--- src/rtl/mem_responder.sv ---
// Memory-side responder: 256x16 RAM plus switch/LED registers, answering each
// CPU transaction with a one-cycle mem_ready pulse after WAIT_STATES busy cycles.
module mem_responder #(
  parameter int         WAIT_STATES = 0,
  parameter logic [8:0] SW_ADDR     = 9'h140,
  parameter logic [8:0] LED_ADDR    = 9'h100
) (
  input  logic        clk,
  input  logic        reset,
  input  logic [1:0]  mem_cmd,
  input  logic [8:0]  mem_addr,
  input  logic [15:0] write_data,
  output logic [15:0] read_data,
  output logic        mem_ready,
  output logic        mem_err,
  input  logic [7:0]  sw,
  output logic [7:0]  led
);

  typedef enum logic [1:0] {
    IDLE = 2'd0,
    BUSY = 2'd1,
    DONE = 2'd2
  } state_t;

  localparam logic [1:0] CMD_READ  = 2'b01;
  localparam logic [1:0] CMD_WRITE = 2'b10;
  localparam logic [1:0] CMD_RSVD  = 2'b11;
  localparam logic [3:0] CNT_INIT  = (WAIT_STATES == 0) ? 4'd0 : 4'(WAIT_STATES - 1);

  state_t      state_q, state_d;
  logic [3:0]  cnt_q, cnt_d;
  logic [8:0]  addr_q, addr_d;
  logic [15:0] wdata_q, wdata_d;
  logic        is_write_q, is_write_d;
  logic [15:0] read_data_q, read_data_d;
  logic        mem_ready_q, mem_ready_d;
  logic        mem_err_q, mem_err_d;
  logic [7:0]  led_q, led_d;

  logic [15:0] ram [0:255];

  logic        commit;
  logic        bad_cmd;
  logic        hit_ram, hit_led, hit_sw;
  logic [15:0] rd_word;
  logic        ram_we;

  always_comb begin
    state_d    = state_q;
    cnt_d      = cnt_q;
    addr_d     = addr_q;
    wdata_d    = wdata_q;
    is_write_d = is_write_q;
    commit     = 1'b0;
    bad_cmd    = 1'b0;
    case (state_q)
      IDLE: begin
        if (mem_cmd == CMD_READ || mem_cmd == CMD_WRITE) begin
          addr_d     = mem_addr;
          wdata_d    = write_data;
          is_write_d = (mem_cmd == CMD_WRITE);
          if (WAIT_STATES == 0) begin
            state_d = DONE;
            commit  = 1'b1;
          end else begin
            state_d = BUSY;
            cnt_d   = CNT_INIT;
          end
        end else if (mem_cmd == CMD_RSVD) begin
          bad_cmd = 1'b1;
        end
      end
      BUSY: begin
        if (cnt_q == 4'd0) begin
          state_d = DONE;
          commit  = 1'b1;
        end else begin
          cnt_d = cnt_q - 4'd1;
        end
      end
      DONE: begin
        state_d = IDLE;
      end
      default: begin
        state_d = IDLE;
      end
    endcase
  end

  // The *_d copies equal the live inputs on a zero-wait accept and the latched
  // values otherwise, so the commit always uses the transaction's own operands.
  always_comb begin
    hit_ram = ~addr_d[8];
    hit_led = ~hit_ram && (addr_d == LED_ADDR);
    hit_sw  = ~hit_ram && ~hit_led && (addr_d == SW_ADDR);
    rd_word = 16'h0000;
    if (hit_ram) begin
      rd_word = ram[addr_d[7:0]];
    end else if (hit_led) begin
      rd_word = {8'h00, led_q};
    end else if (hit_sw) begin
      rd_word = {8'h00, sw};
    end
  end

  always_comb begin
    read_data_d = read_data_q;
    led_d       = led_q;
    if (commit && !is_write_d) begin
      read_data_d = rd_word;
    end
    if (commit && is_write_d && hit_led) begin
      led_d = wdata_d[7:0];
    end
    mem_ready_d = commit;
    mem_err_d   = (commit && !(hit_ram || hit_led || hit_sw)) || bad_cmd;
  end

  // Reset gates the RAM port directly: while reset is held the FSM sits in
  // IDLE, where a zero-wait accept would otherwise look like a commit.
  assign ram_we = reset && commit && is_write_d && hit_ram;

  always_ff @(posedge clk) begin
    if (ram_we) begin
      ram[addr_d[7:0]] <= wdata_d;
    end
  end

  always_ff @(posedge clk or negedge reset) begin
    if (!reset) begin
      state_q     <= IDLE;
      cnt_q       <= 4'd0;
      addr_q      <= 9'd0;
      wdata_q     <= 16'h0000;
      is_write_q  <= 1'b0;
      read_data_q <= 16'h0000;
      mem_ready_q <= 1'b0;
      mem_err_q   <= 1'b0;
      led_q       <= 8'h00;
    end else begin
      state_q     <= state_d;
      cnt_q       <= cnt_d;
      addr_q      <= addr_d;
      wdata_q     <= wdata_d;
      is_write_q  <= is_write_d;
      read_data_q <= read_data_d;
      mem_ready_q <= mem_ready_d;
      mem_err_q   <= mem_err_d;
      led_q       <= led_d;
    end
  end

  assign read_data = read_data_q;
  assign mem_ready = mem_ready_q;
  assign mem_err   = mem_err_q;
  assign led       = led_q;

endmodule

--- config.mk ---
export PLATFORM = sky130hd
export DESIGN_NAME = mem_responder
export DESIGN_NICKNAME = d
export VERILOG_FILES = /design/src/rtl/mem_responder.sv
export SDC_FILE = /design/constraint.sdc
export NUM_CORES = 2
export LEC_CHECK = 0
export ABC_AREA = 1
export CORE_UTILIZATION = 45
export CTS_BUF_LIST = sky130_fd_sc_hd__clkbuf_16
export DETAILED_ROUTE_END_ITERATION = 6
export GPL_ROUTABILITY_DRIVEN = 0
export PLACE_DENSITY = 0.66
export SETUP_SLACK_MARGIN = 0.02
export SLEW_MARGIN = 15
export SYNTH_ARGS = -nofsm -noshare
export SYNTH_HDL_FRONTEND = slang
export SYNTH_SLANG_ARGS = --single-unit
export TNS_END_PERCENT = 30
--- constraint.sdc ---
create_clock -name clk -period 5.16 [get_ports clk]
set_clock_uncertainty 0.05 [all_clocks]
set_input_delay 0.774 -clock clk [delete_from_list [all_inputs] [get_ports clk]]
set_output_delay 0.774 -clock clk [all_outputs]
set_load 0.02 [all_outputs]
**Word-level counts from Yosys, hierarchy flattened**

Memories as Yosys holds them, arrays and structs flattened.
Index checks and enable logic that the tools add are counted.

- $add $sub $neg: 1
- Eq/ne operators: 8
- Muxes and demuxes: 20
- Bitwise operators: 3
- Reductions and logical operators: 20

Operators by type and width:

| operator | number |
|---|---|
| 16-bit 2-to-1 mux | 3 |
| 9-bit equality test (second input constant) | 2 |
| 9-bit 2-to-1 mux | 2 |
| 8-bit 2-to-1 mux | 2 |
| 1-bit logical AND | 10 |
| 1-bit 2-to-1 mux | 9 |
| 2-bit by 1-bit equality test with 1-bit output (second input constant) | 2 |
| 2-bit equality test (second input constant) | 2 |
| 4-bit logical NOT | 1 |
| 1-bit logical OR | 4 |
| 2-bit 2-to-1 mux | 2 |
| 2-bit != test (second input constant) | 2 |
| 2-bit case mux with 2 select lines | 1 |
| 2-bit AND reduction | 2 |
| 4-bit by 1-bit subtractor with 4-bit output (second input constant) | 1 |
| 1-bit inverter | 3 |
| 1-bit logical NOT | 2 |
| 2-bit logical NOT | 1 |
| 1-bit case mux with 2 select lines | 1 |

- Flip-flop bits (word level): 58
- Memory bits (writable): 4096
- Bits of input ports: 37
- Output and inout bits: 26
- Logic and storage cells: 62
- Memories kept: 1

Memory list:

| memory | depth | bits a word | read ports | clocked after Yosys merged registers in | write ports | RTL line | text |
|---|---|---|---|---|---|---|---|
| ram | 256 | 16 | 1 | 0 | 1 | 41 | `logic [15:0] ram [0:255];` |

**Logic depth before layout (Yosys ltp)**

- Depth in word-level cells: 13
- Depth in mapped cells: 24
- Gate-level depth less buffers: 20

**Worst setup path before layout**

No wires, ideal clock.

- Path kind: input to register
- Start point: in mem_cmd[0]
- End point: mem ram[0][10], data pin
- Library setup time: 0.825 ns
- Arrival: 5.015 ns
- Data required time: 4.285 ns
- Path slack: -0.730 ns
- Stages on the path: 9
- Buffers on the path: 3
- Cell sequence: inv_1 > ha_1 > inv_1 > nand2_1 > buf_6 > clkbuf_1 > clkbuf_1 > nand2_1 > nand2_1

- Longest elaborated chain between the ends: 4
- Elaborated cells on any way between the ends: 5
- Classes of those cells: eq/ne: 2; mux: 2; reduce/logical: 1

Ends and longest elaborated chain:

| element | RTL line | text |
|---|---|---|
| start: declaration | 10 | `input logic [1:0] mem_cmd,` |
| 2-bit by 1-bit equality test with 1-bit output / 2-bit equality test (equally long branches) | 59 | `if (mem_cmd == CMD_READ \|\| mem_cmd == CMD_WRITE) begin` |
| 1-bit logical OR * | 59 |  |
| 16-bit 2-to-1 mux * | 59 |  |
| 16-bit 2-to-1 mux * | 57 | `case (state_q)` |
| via wdata_d[10] | 34 | `logic [15:0] wdata_q, wdata_d;` |
| end: declaration | 41 |  |

Mark *: on every way through the listed nets, which the timed path passes. The rest lies on a longest branch.

**Worst setup path in the final report**

- Start point: in mem_cmd[0]
- End point: reg read_data_q[12], in the netlist read_data[12]

- Longest elaborated chain between the ends: 6
- Elaborated cells on any way between the ends: 13
- Classes of those cells: eq/ne: 2; mux: 7; reduce/logical: 3; memory: 1

Ends and longest elaborated chain:

| element | RTL line | text |
|---|---|---|
| 2-bit by 1-bit equality test with 1-bit output / 2-bit equality test (equally long branches) | 59 |  |
| 1-bit logical OR * | 59 |  |
| 9-bit 2-to-1 mux * | 59 |  |
| 9-bit 2-to-1 mux * | 57 |  |
| via addr_d[4] | 33 | `logic [8:0] addr_q, addr_d;` |
| memory 256 x 16 bit * | n/a |  |
| 16-bit 2-to-1 mux * | 98 | `if (hit_ram) begin` |
| end signal: assignment | 147 | `read_data_q <= read_data_d;` |
| end: declaration | 36 | `logic [15:0] read_data_q, read_data_d;` |

Marks and branches as above.
A chain may end at the register's enable or synchronous reset.

==> impl_results.md <==
* Status: complete, but fails checks
* Failing checks: DRC
* Clk pwr share at between 30 and 40%
* Cell area power density at 454 nW/um2
* Net Count, Synth at ~14,000
* RR Endpoint: read_data[12]$_DFFE_PN0P_
* Pre-CTS setup slack at -437 ps
* Period Utilization, post-route at 91.8%
* Leakage at approximately 74 nW
* Post-synth top area cell: edfxtp_1
* CTS tree: built
* DIE WIDTH at a little over 600 um
* WL/cell at between 20 and 25 um
* Sequential share of the synthesized area at 74.8%
* Worst-path maximum fanout at 18
* Reg power frac at 44.4%
* Post-CTS Repair Setup Buffers at 0
* H-tree depth at 5
* Clock Sinks at between 4,000 and 5,000
* Mapped cell area at 166,000 um2
* Clock-pin slew on the worst setup and hold paths at approximately 60 ps
* Startpoint Class: primary input
* Slew @ Worst Pin at 837 ps
* Syn avg cell area at between 10 and 15 um2
* Worst skew pair latency at 1000 ps
* CTS max path bufs at 4
* Core box area at 367,000 um2
* Critical Path RT at about 6000 ps
* Post-synth top area share at about 74%
* Setup TNS at 0 ps
* Final setup violation count at 0
* Synth area leaders: edfxtp_1, nand2_1, o21ai_0
* IO Pins at 63
* Crit path max-delay family: buffers and inverters
* Minimum clock period at approximately 4700 ps
* Worst path bufs/invs at 8
* Syn. warnings at 0
* Largest net degree at the start of global routing at 121
* IO Port Bufs at 62
* Slowest stage delay, CP at roughly 510 ps
* Maximum clock rate at between 200 and 250 MHz
* Initial antenna violation count at 16
* Final WL at 487,000 um
* Most numerous cell on the critical path: inv_2
* Final non-filler cell total at 19,998
* Max cap viols at 0
* Initial core utilization at 45.3%
* Sw frac at 30.7%
* Clock Root Buffer: clkbuf_16
* Post-Syn Instances at ~14,000
* Fin. Hold Viols at 0
* Netlist cell types at 37
* Die H at 610 um
* Final layout net count at 14,861
* Reg-to-reg slack, setup at ~760 ps
* Detailed Routing Iterations Pass 1 at 7
* Gr ovfl total at 0
* Unrepaired setup endpoints after global routing: false
* Vias at 110,908
* Row cnt at 222
* Finished Core Util at 53.1%
* Post-synthesis register bit count at around 4,100
* Vias in the first global route at about 100k
* Combinational fraction of design power at a little over a fifth
* Worst setup margin at around 420 ps
* Iter 0 DRT Violations at ~15,000
* Global Route Usage Sum at 25.5%
* Remaining DRCs at 2
* FF-to-FF path depth at 17
* HP Class: primary input to async pin
* Crit path cell chain: clkdlybuf4s50_1, inv_1, ha_1, inv_1, nand2_2, or2_1, o21ai_0, inv_2, nor2_4, inv_2, buf_4, nor2_2, inv_2, nor2_1, buf_4, a21oi_1, nand3_1, nor2_1, nand2_1, nand2_1
* Pint at ~61 mW
* Die footprint at approximately 370,000 um2
* Setup Crit Path Kind: primary input to flip-flop
* Critical path capture point type: flip-flop
* Placed Cells at ~19,000
* Worst EP arrival at between 5000 and 6000 ps
* Worst reg2reg path startpoint: state_q[1]$_DFFE_PN0P_
* Critical path's slowest cell: inv_2
* Total CTS buffers at 416
* First-pass GRT wire length at 702,000 um
* Area added between synthesis and finish at 17.2%
* Layout cell share with drive strength beyond 1 at 11.1%
* HPWL Detailed at 298,000 um
* Antenna-violating nets left at 0
* Net switching power at roughly 27 mW
* Relative slew margins at approximately 44%
* Vias per cell at about 5.5
* FILL cells at 29,978
* Max-slew violations at 0
* Maximum vdd drop at ~0.00033 V
per-layer routing:
metal | vias to the layer above | routed length, um | global-route usage (%)
li1 | 49874 | - | -
met1 | 54288 | 191000 | 35.3
met2 | 5834 | 224000 | 40.1
met3 | 904 | 49800 | 4.24
met4 | 8 | 22100 | 10.8
met5 | - | 52 | 0
synth_stat cells:
cell type / n
nand2_1: 5929
edfxtp_1: 4096
o21ai_0: 778
nor2_1: 726
inv_1: 512
o22ai_1: 507
buf_2: 421
nand3_1: 279
o21ai_1: 244
clkbuf_1: 232
nand4_1: 83
buf_4: 56
dfrtp_1: 52
buf_1: 44
a21oi_1: 34
nor3_1: 24
o31ai_1: 23
inv_2: 14
buf_6: 11
nand2_2: 11
nand3b_1: 7
clkinv_1: 6
nand2_4: 6
nor2_4: 6
or2_2: 6
nor2_2: 5
or2_0: 5
o21ai_2: 3
or2_1: 3
clkbuf_2: 2
ha_1: 2
nor2_8: 2
nor3_2: 2
and2_1: 1
inv_4: 1
o21a_1: 1
o41ai_1: 1
worst reg2reg max path: cells and delay by family, from the launching register on:
| kind | cells | cell delay [ps] |
|---|---|---|
| simple gates | 9 | 1560 |
| buf+inv | 6 | 1730 |
| flops | 1 | 450 |
| compound gates | 2 | 560 |
power groups by stage:
stage,Sequential [mW],Clock (mW),Combinational (mW)
floorplan,40.6,0,9.51
global placement,40.0,0,18.5
detailed placement,40.0,0,18.6
CTS,39.3,30.4,18.7
global route,39.2,31.6,20.2
finish,39.3,30.2,19.0
flip-flops by register name, indices dropped and copies added, names as in the netlist:
register   flops
state_q        1
wdata_q       16
ram         4096
mem_err        1
led            8
read_data     16
addr_q         9
mem_ready      1
cells by family after synthesis:
family          Yosys count  share of synthesized area [%]
simple gates           7095                           16.5
compound gates         1591                           5.22
buf+inv                1299                           3.43
fa+ha+maj                 2                         0.0151
flops                  4148                           74.8
cell usage in the layout, fill, tap and decap left out, types with 16 or more instances in the layout:
master and instances:
clkinv_1 101, o21ai_0 778, nor2_1 720, clkbuf_16 418, nand2_2 23, o21ai_1 244, buf_4 620, o22ai_1 507
a21oi_1 34, edfxtp_1 4096, buf_12 353, dfrtp_1 52, inv_1 582, clkdlybuf4s50_1 61, bufinv_16 45, o31ai_1 23
clkinv_2 98, clkinvlp_4 19, nand3_1 279, nand2_8 16, nand4_1 83, nor3_1 23, nand2_1 5897
final cells by class:
class                   count  area [um2]  area share, %
flip-flops and latches   4148      124000           63.8
multi-input cells        8688       36500           18.8
clock inverters           359        3140           1.61
inverters                 533        2000           1.03
well taps                4816        6030           3.09
clock buffers             418       10500           5.37
diodes                      1        2.50        0.00128
repair buffers           1035       12300           6.34
through the flow:
stage | instance area, um2 | total power [mW] | hold WS (ps)
after floorplan | 166000 | 50.1 | 388
after global placement | 181000 | 58.4 | 460
after detailed placement | 181000 | 58.6 | 460
after CTS | 195000 | 88.3 | 149
after global routing | 195000 | 91.0 | 204
final | 195000 | 88.5 | 197
worst max path at each step:
stage,start,endpoint,slack [ps],cells past startpoint
3_5_place_dp,mem_cmd[0],read_data[12]$_DFFE_PN0P_,-440,20
2_1_floorplan,mem_cmd[0],ram[0][7]$_DFFE_PP_,-620,8
4_1_cts,mem_cmd[0],read_data[14]$_DFFE_PN0P_,560,23
6_report,mem_cmd[0],read_data[12]$_DFFE_PN0P_,420,20
3_3_place_gp,mem_cmd[0],read_data[12]$_DFFE_PN0P_,-440,20
5_1_grt,mem_cmd[0],read_data[12]$_DFFE_PN0P_,350,20
repair_timing:
| action | in CTS | in global routing |
|---|---|---|
| gates resized for setup | 0 | 0 |
| endpoints found under the hold margin | 19 | 0 |
| hold buffers | 1 | 0 |
| setup endpoints to repair | 0 | 0 |
Power figures use the tool's default switching activity.
